$ cat src/rtl/rv32i_mem_access_if.sv
// rv32i_mem_access_if: request, RAM data port, load response and error signals of the load/store unit
interface rv32i_mem_access_if #(parameter int ADDR_W = 15);
    logic              req_valid;
    logic              req_ready;
    logic              req_we;
    logic [2:0]        req_funct3;
    logic [31:0]       req_addr;
    logic [31:0]       req_wdata;
    logic [4:0]        req_rd;
    logic [ADDR_W-1:0] d_addr;
    logic              d_we;
    logic [3:0]        d_be;
    logic [31:0]       d_wdata;
    logic [31:0]       d_rdata;
    logic              rsp_valid;
    logic              rsp_ready;
    logic [4:0]        rsp_rd;
    logic [31:0]       rsp_data;
    logic              err_valid;
    logic [1:0]        err_cause;
    logic [31:0]       err_addr;

    modport slave (
        input  req_valid, req_we, req_funct3, req_addr, req_wdata, req_rd, d_rdata, rsp_ready,
        output req_ready, d_addr, d_we, d_be, d_wdata, rsp_valid, rsp_rd, rsp_data,
               err_valid, err_cause, err_addr
    );

    modport master (
        output req_valid, req_we, req_funct3, req_addr, req_wdata, req_rd, d_rdata, rsp_ready,
        input  req_ready, d_addr, d_we, d_be, d_wdata, rsp_valid, rsp_rd, rsp_data,
               err_valid, err_cause, err_addr
    );
endinterface

$ cat src/rtl/rv32i_mem_access.sv
// rv32i_mem_access: RV32I load/store unit driving a synchronous RAM data port
module rv32i_mem_access #(
    parameter int ADDR_W = 15
) (
    input logic               clk,
    input logic               reset,
    rv32i_mem_access_if.slave bus
);
    typedef enum logic [1:0] {EMPTY, PEND, HOLD} state_t;

    state_t      r_state, w_next;
    logic [4:0]  r_rd;
    logic [1:0]  r_off;
    logic [2:0]  r_f3;
    logic [31:0] r_hold;
    logic        r_err_valid;
    logic [1:0]  r_err_cause;
    logic [31:0] r_err_addr;

    logic [2:0]  w_f3;
    logic [1:0]  w_a;
    logic        w_illegal, w_misal, w_hs, w_acc, w_ld_acc, w_st_acc, w_rsp_valid;
    logic [7:0]  w_byte;
    logic [15:0] w_half;
    logic [31:0] w_ext;

    assign w_f3      = bus.req_funct3;
    assign w_a       = bus.req_addr[1:0];
    // 011/11x never legal; unsigned variants make no sense for stores
    assign w_illegal = (w_f3 == 3'b011) || (w_f3[2:1] == 2'b11) || (bus.req_we && w_f3[2]);
    assign w_misal   = !w_illegal && (((w_f3[1:0] == 2'b01) && w_a[0]) || ((w_f3[1:0] == 2'b10) && (w_a != 2'b00)));
    assign w_hs      = bus.req_valid && bus.req_ready;
    assign w_acc     = w_hs && !w_illegal && !w_misal;
    assign w_ld_acc  = w_acc && !bus.req_we;
    assign w_st_acc  = w_acc && bus.req_we;

    assign bus.req_ready = !reset && (r_state != HOLD) && !((r_state == PEND) && !bus.rsp_ready);
    assign bus.d_addr    = bus.req_addr[ADDR_W+1:2];
    assign bus.d_we      = w_st_acc;
    assign bus.d_be      = !w_st_acc ? 4'b0000 :
                           (w_f3[1:0] == 2'b00) ? 4'b0001 << w_a :
                           (w_f3[1:0] == 2'b01) ? 4'b0011 << w_a : 4'b1111;
    assign bus.d_wdata   = (w_f3[1:0] == 2'b00) ? {4{bus.req_wdata[7:0]}} :
                           (w_f3[1:0] == 2'b01) ? {2{bus.req_wdata[15:0]}} : bus.req_wdata;

    assign w_byte = r_off[1] ? (r_off[0] ? bus.d_rdata[31:24] : bus.d_rdata[23:16])
                             : (r_off[0] ? bus.d_rdata[15:8]  : bus.d_rdata[7:0]);
    assign w_half = r_off[1] ? bus.d_rdata[31:16] : bus.d_rdata[15:0];
    assign w_ext  = (r_f3 == 3'b000) ? {{24{w_byte[7]}}, w_byte} :
                    (r_f3 == 3'b100) ? {24'd0, w_byte} :
                    (r_f3 == 3'b001) ? {{16{w_half[15]}}, w_half} :
                    (r_f3 == 3'b101) ? {16'd0, w_half} : bus.d_rdata;

    // reset blanks the response immediately so a pending load never surfaces
    assign w_rsp_valid   = !reset && (r_state != EMPTY);
    assign bus.rsp_valid = w_rsp_valid;
    assign bus.rsp_rd    = w_rsp_valid ? r_rd : 5'd0;
    assign bus.rsp_data  = !w_rsp_valid ? 32'd0 : (r_state == HOLD) ? r_hold : w_ext;
    assign bus.err_valid = r_err_valid;
    assign bus.err_cause = r_err_cause;
    assign bus.err_addr  = r_err_addr;

    // response slot: empty, live RAM data this cycle, or parked under backpressure
    always_comb begin
        w_next = (r_state == EMPTY) ? (w_ld_acc ? PEND : EMPTY) :
                 (r_state == PEND)  ? (bus.rsp_ready ? (w_ld_acc ? PEND : EMPTY) : HOLD) :
                 (bus.rsp_ready ? EMPTY : HOLD);
    end

    // state register
    always_ff @(posedge clk) begin
        if (reset) r_state <= EMPTY;
        else       r_state <= w_next;
    end

    // pending-load context and hold buffer
    always_ff @(posedge clk) begin
        if (reset) begin
            r_rd   <= '0;
            r_off  <= '0;
            r_f3   <= '0;
            r_hold <= '0;
        end else begin
            if (w_ld_acc) begin
                r_rd  <= bus.req_rd;
                r_off <= w_a;
                r_f3  <= w_f3;
            end
            if ((r_state == PEND) && !bus.rsp_ready) r_hold <= w_ext;
        end
    end

    // error pulse for a consumed faulting request; illegal outranks misaligned
    always_ff @(posedge clk) begin
        if (reset) begin
            r_err_valid <= 1'b0;
            r_err_cause <= '0;
            r_err_addr  <= '0;
        end else begin
            r_err_valid <= w_hs && (w_illegal || w_misal);
            if (w_hs && (w_illegal || w_misal)) begin
                r_err_cause <= w_illegal ? 2'd2 : {1'b0, bus.req_we};
                r_err_addr  <= bus.req_addr;
            end
        end
    end
endmodule

$ cat src/flat_wrapper.sv
// flat-port wrapper written by rule: the top's interface ports become plain ports
module rv32i_mem_access_flat 
#(
    parameter int ADDR_W = 15
)
  (clk, reset, bus_req_valid, bus_req_we, bus_req_funct3, bus_req_addr, bus_req_wdata, bus_req_rd, bus_d_rdata, bus_rsp_ready, bus_req_ready, bus_d_addr, bus_d_we, bus_d_be, bus_d_wdata, bus_rsp_valid, bus_rsp_rd, bus_rsp_data, bus_err_valid, bus_err_cause, bus_err_addr);
  rv32i_mem_access_if #(.ADDR_W(ADDR_W)) bus_i ();
  input logic clk;
  input logic reset;
  input wire logic [$bits(bus_i.req_valid)-1:0] bus_req_valid;
  input wire logic [$bits(bus_i.req_we)-1:0] bus_req_we;
  input wire logic [$bits(bus_i.req_funct3)-1:0] bus_req_funct3;
  input wire logic [$bits(bus_i.req_addr)-1:0] bus_req_addr;
  input wire logic [$bits(bus_i.req_wdata)-1:0] bus_req_wdata;
  input wire logic [$bits(bus_i.req_rd)-1:0] bus_req_rd;
  input wire logic [$bits(bus_i.d_rdata)-1:0] bus_d_rdata;
  input wire logic [$bits(bus_i.rsp_ready)-1:0] bus_rsp_ready;
  output wire logic [$bits(bus_i.req_ready)-1:0] bus_req_ready;
  output wire logic [$bits(bus_i.d_addr)-1:0] bus_d_addr;
  output wire logic [$bits(bus_i.d_we)-1:0] bus_d_we;
  output wire logic [$bits(bus_i.d_be)-1:0] bus_d_be;
  output wire logic [$bits(bus_i.d_wdata)-1:0] bus_d_wdata;
  output wire logic [$bits(bus_i.rsp_valid)-1:0] bus_rsp_valid;
  output wire logic [$bits(bus_i.rsp_rd)-1:0] bus_rsp_rd;
  output wire logic [$bits(bus_i.rsp_data)-1:0] bus_rsp_data;
  output wire logic [$bits(bus_i.err_valid)-1:0] bus_err_valid;
  output wire logic [$bits(bus_i.err_cause)-1:0] bus_err_cause;
  output wire logic [$bits(bus_i.err_addr)-1:0] bus_err_addr;
  assign bus_i.req_valid = bus_req_valid;
  assign bus_i.req_we = bus_req_we;
  assign bus_i.req_funct3 = bus_req_funct3;
  assign bus_i.req_addr = bus_req_addr;
  assign bus_i.req_wdata = bus_req_wdata;
  assign bus_i.req_rd = bus_req_rd;
  assign bus_i.d_rdata = bus_d_rdata;
  assign bus_i.rsp_ready = bus_rsp_ready;
  assign bus_req_ready = bus_i.req_ready;
  assign bus_d_addr = bus_i.d_addr;
  assign bus_d_we = bus_i.d_we;
  assign bus_d_be = bus_i.d_be;
  assign bus_d_wdata = bus_i.d_wdata;
  assign bus_rsp_valid = bus_i.rsp_valid;
  assign bus_rsp_rd = bus_i.rsp_rd;
  assign bus_rsp_data = bus_i.rsp_data;
  assign bus_err_valid = bus_i.err_valid;
  assign bus_err_cause = bus_i.err_cause;
  assign bus_err_addr = bus_i.err_addr;
  rv32i_mem_access #(.ADDR_W(ADDR_W)) u_core (.clk(clk), .reset(reset), .bus(bus_i));
endmodule
$ cat config.mk
export PLATFORM = sky130hd
export DESIGN_NAME = rv32i_mem_access_flat
export DESIGN_NICKNAME = d
export VERILOG_FILES = /design/src/rtl/rv32i_mem_access_if.sv /design/src/rtl/rv32i_mem_access.sv /design/src/flat_wrapper.sv
export SDC_FILE = /design/constraint.sdc
export NUM_CORES = 1
export LEC_CHECK = 0
export CAP_MARGIN = 20
export CORE_ASPECT_RATIO = 0.8
export CORE_UTILIZATION = 44
export CTS_BUF_LIST = sky130_fd_sc_hd__clkbuf_16
export CTS_CLUSTER_SIZE = 28
export DETAILED_ROUTE_END_ITERATION = 8
export PLACE_DENSITY = 0.87
export SLEW_MARGIN = 40
export SYNTH_ARGS = -nofsm -noshare
export SYNTH_HDL_FRONTEND = slang
export SYNTH_SLANG_ARGS = --single-unit
$ cat constraint.sdc
create_clock -name clk -period 3.55 [get_ports clk]
set_clock_uncertainty 0.05 [all_clocks]
set_input_delay 0.71 -clock clk [delete_from_list [all_inputs] [get_ports clk]]
set_output_delay 0.71 -clock clk [all_outputs]
set_load 0.01 [all_outputs]
==> metrics.txt, run 1 <==
die width=117.4 microns; post-placement cell area=roughly 7000 sq um; Area Overhead vs Synth=56.68%; post-layout util=0.7139; Non-Filler Instances=just over 900; # setup viols final=0; Clock Latency Late Sink=approximately 0.33 ns; met3 Use GR=0.06917; ANT cells=0; grt met1 use=0.3615; die height=94.29 microns; post-synthesis cell type count=53; Post-synth EDFFs=0; initial antenna violation count=0; Cells after Synth=slightly below 600; # IOs=~240; max_slew headroom=0.5113; input/output buffers=234; final WL=17,280 microns; total power draw=roughly 2.4 mW; first-pass GRT wire length=around 27,000 microns; WP buf/inv=3; drt first pass iters=5; met2 global-route usage=0.5360; minimum clock period=3.508 ns; Final nets=900; Worst Path Required=between 2 and 3 ns; gpl congestion=just under 1; Hold WS=just over 0.4 ns; largest net degree at the start of global routing=50; hpwl dp=roughly 13,000 microns; hold buffer count at cts=0; ys async rst share=0; Critical Path Fanout Max=16; Fin. Hold Viols=0; fin crit share=0.9881; Mapped Avg Cell Area=approximately 7.9 sq um; pre-CTS WS=-0.1232 ns; Tot GR Track Use=0.3051; ranking of synthesized cells by area=dfxtp_1 (34%), a21oi_1 (7.9%), o21ai_1 (4.6%); register area share after synthesis=0.3376; R2R depth=7; critical path arrival=roughly 2.8 ns; slowest stage delay, CP=a little under 0.6 ns; Residual DRC=0; biggest area consumer among synthesized cells=dfxtp_1; fillcell total=roughly 800; delay-heaviest family, CP=buffers and inverters; clk sink count=between 70 and 80; area occupied by multi-input gates=~2600 sq um; Worst path slowest cell=clkdlybuf4s50_1; Worst Setup End Kind=output port; CTS Buf Count=9; initial DRC count=between 500 and 600; cell area after layout=between 7000 and 8000 sq um; max_cap viols=0; Routed WL per cell=18.56 microns; vias=roughly 5,400; Clock Tree Root=clkbuf_16; busiest layer in global routing=met2; Main synth FF type=dfxtp_1; Startpoint Class=input port; critical path depth=7; layout cells sized above 1=0.09355; CORE AREA=between 10,000 and 15,000 sq um; vias in the first global route=about 5,100; Core Rows=33; worst setup path class=input port to output port; Final ANT Viol Nets=0; Leak=~2.6 nW; CTS tree=done; Worst VDD drop=0.2348 mV; run status=complete, no violations; Yosys top cell area share=0.3376; Clock Path Buffers=2; post-synth net total=~710; vias per std cell=5.826; Final Slew Violations=0; Worst-Margin Slew=about 0.73 ns; hold depth=1; clock slew at reported path FFs=~0.06 ns; CP cell instances=clkdlybuf4s50_1, mux2i_1, mux2i_2, a21oi_4, buf_12, a211oi_1, clkdlybuf4s50_1; die area=about 11,000 sq um; setup TNS=0 ns; HP Class=register to register; H-Tree Level Count=3; Ys Warns=0; setup ws final=0.04221 ns; PwrDens=~330 nW/um^2; FMAX=between 200 and 300 MHz; dpl cells=a little over 900; GRT overflow=0; Initial Util=0.4556; RSZ-0062 raised after global routing=false; Synth Cell Area=between 4000 and 5000 sq um; most frequent CP cell=clkdlybuf4s50_1; FF+latch area=~1600 sq um; Yosys reg bits=a little under 80
## layout by cell type, fill, tap and decap left out, types with 10 or more instances in the layout
cell / instances
inv_1: 13
buf_4: 28
nand3_1: 40
and3_1: 10
mux2_2: 16
nor2_1: 14
o21ai_0: 35
clkdlybuf4s50_1: 233
a21oi_1: 74
dfxtp_1: 78
a211oi_1: 17
o21ai_1: 43
mux2i_1: 10
nand2_1: 33
## cell usage after synthesis, types with 2 or more instances
cell type and count:
a21oi_2 2, o2111ai_1 7, o22ai_1 7, a22o_1 8, mux2_2 16, clkbuf_1 34
o21ai_0 35, nand2_1 33, ha_1 4, a22oi_1 8, mux2i_1 10, and2_1 5
o21ai_1 43, dfxtp_1 79, or3_1 8, a21oi_1 74, nand2b_1 9, nor2b_1 5
clkinv_1 2, nor2_1 14, nand3b_1 7, nand3_1 41, a31oi_1 9, o211ai_1 7
buf_2 20, buf_1 3, a211oi_1 18, a311oi_1 9, a31o_1 9, inv_1 13
buf_4 24, and3_1 10
## what timing repair did
item | in CTS | in global routing
setup endpoints to repair | 16 | 14
cloned | 0 | 0
pin swaps | 0 | 1
setup buffers | 0 | 1
gates resized for setup | 1 | 3
## power breakdown
group	switching (mW)	internal, mW
clock	0.347	0.603
combinational	0.245	0.293
sequential	0.0142	0.911
total	0.606	1.81
## path summary, 6_finish.rpt
| path | from | to | slack, ns |
|---|---|---|---|
| worst max-delay path | bus_d_rdata[7] | bus_rsp_data[27] | 0.04 |
| worst min-delay path | u_core.r_rd[2]$_SDFFE_PP0P_ | u_core.r_rd[2]$_SDFFE_PP0P_ | 0.41 |
| worst max register to register | u_core.r_state[1]$_SDFF_PN0_ | u_core.r_state[0]$_SDFF_PP0_ | 1.22 |
| worst min register to register | u_core.r_rd[2]$_SDFFE_PP0P_ | u_core.r_rd[2]$_SDFFE_PP0P_ | 0.41 |
## logic make-up after synthesis
| kind of cell | after synthesis | synth area share |
|---|---|---|
| compound gates | 245 | 0.3203 |
| mux | 27 | 0.06277 |
| fa+ha+maj | 4 | 0.01068 |
| buf+inv | 97 | 0.1039 |
| flops | 79 | 0.3376 |
| simple gates | 142 | 0.1648 |
## cell type report
| class | instances | area share |
|---|---|---|
| inverters | 15 | 0.007671 |
| clock inverters | 6 | 0.01040 |
| repair buffers | 264 | 0.3525 |
| flip-flops and latches | 79 | 0.2156 |
| well taps | 140 | 0.02387 |
| clock buffers | 9 | 0.03069 |
| multi-input cells | 418 | 0.3592 |
## registers in the layout, summed over array words and instances, names as in the netlist
signal / flops
u_core.r_f3: 3
u_core.bus.err_addr: 32
u_core.r_hold: 32
u_core.r_off: 2
u_core.bus.err_valid: 1
u_core.bus.err_cause: 2
u_core.r_rd: 5
u_core.r_state: 2
## per-layer routing
| metal | wire length [microns] | vias up |
|---|---|---|
| li1 | - | 2553 |
| met1 | 6862 | 2537 |
| met2 | 8712 | 291 |
| met3 | 1187 | 43 |
| met4 | 520 | 0 |
| met5 | 0 | - |
Note: power is estimated with default switching activity, not from simulation.
==> inputs of run 2 (changes only) <==
--- a/config.mk
+++ b/config.mk
@@ -9,7 +9,7 @@
 export CORE_ASPECT_RATIO = 0.8
 export CORE_UTILIZATION = 44
 export CTS_BUF_LIST = sky130_fd_sc_hd__clkbuf_16
-export CTS_CLUSTER_SIZE = 28
+export CTS_CLUSTER_SIZE = 20
 export DETAILED_ROUTE_END_ITERATION = 8
 export PLACE_DENSITY = 0.87
 export SLEW_MARGIN = 40
==> results of run 2 <==
Same layout as run 1: the final DEF is identical, and so are final timing and power.
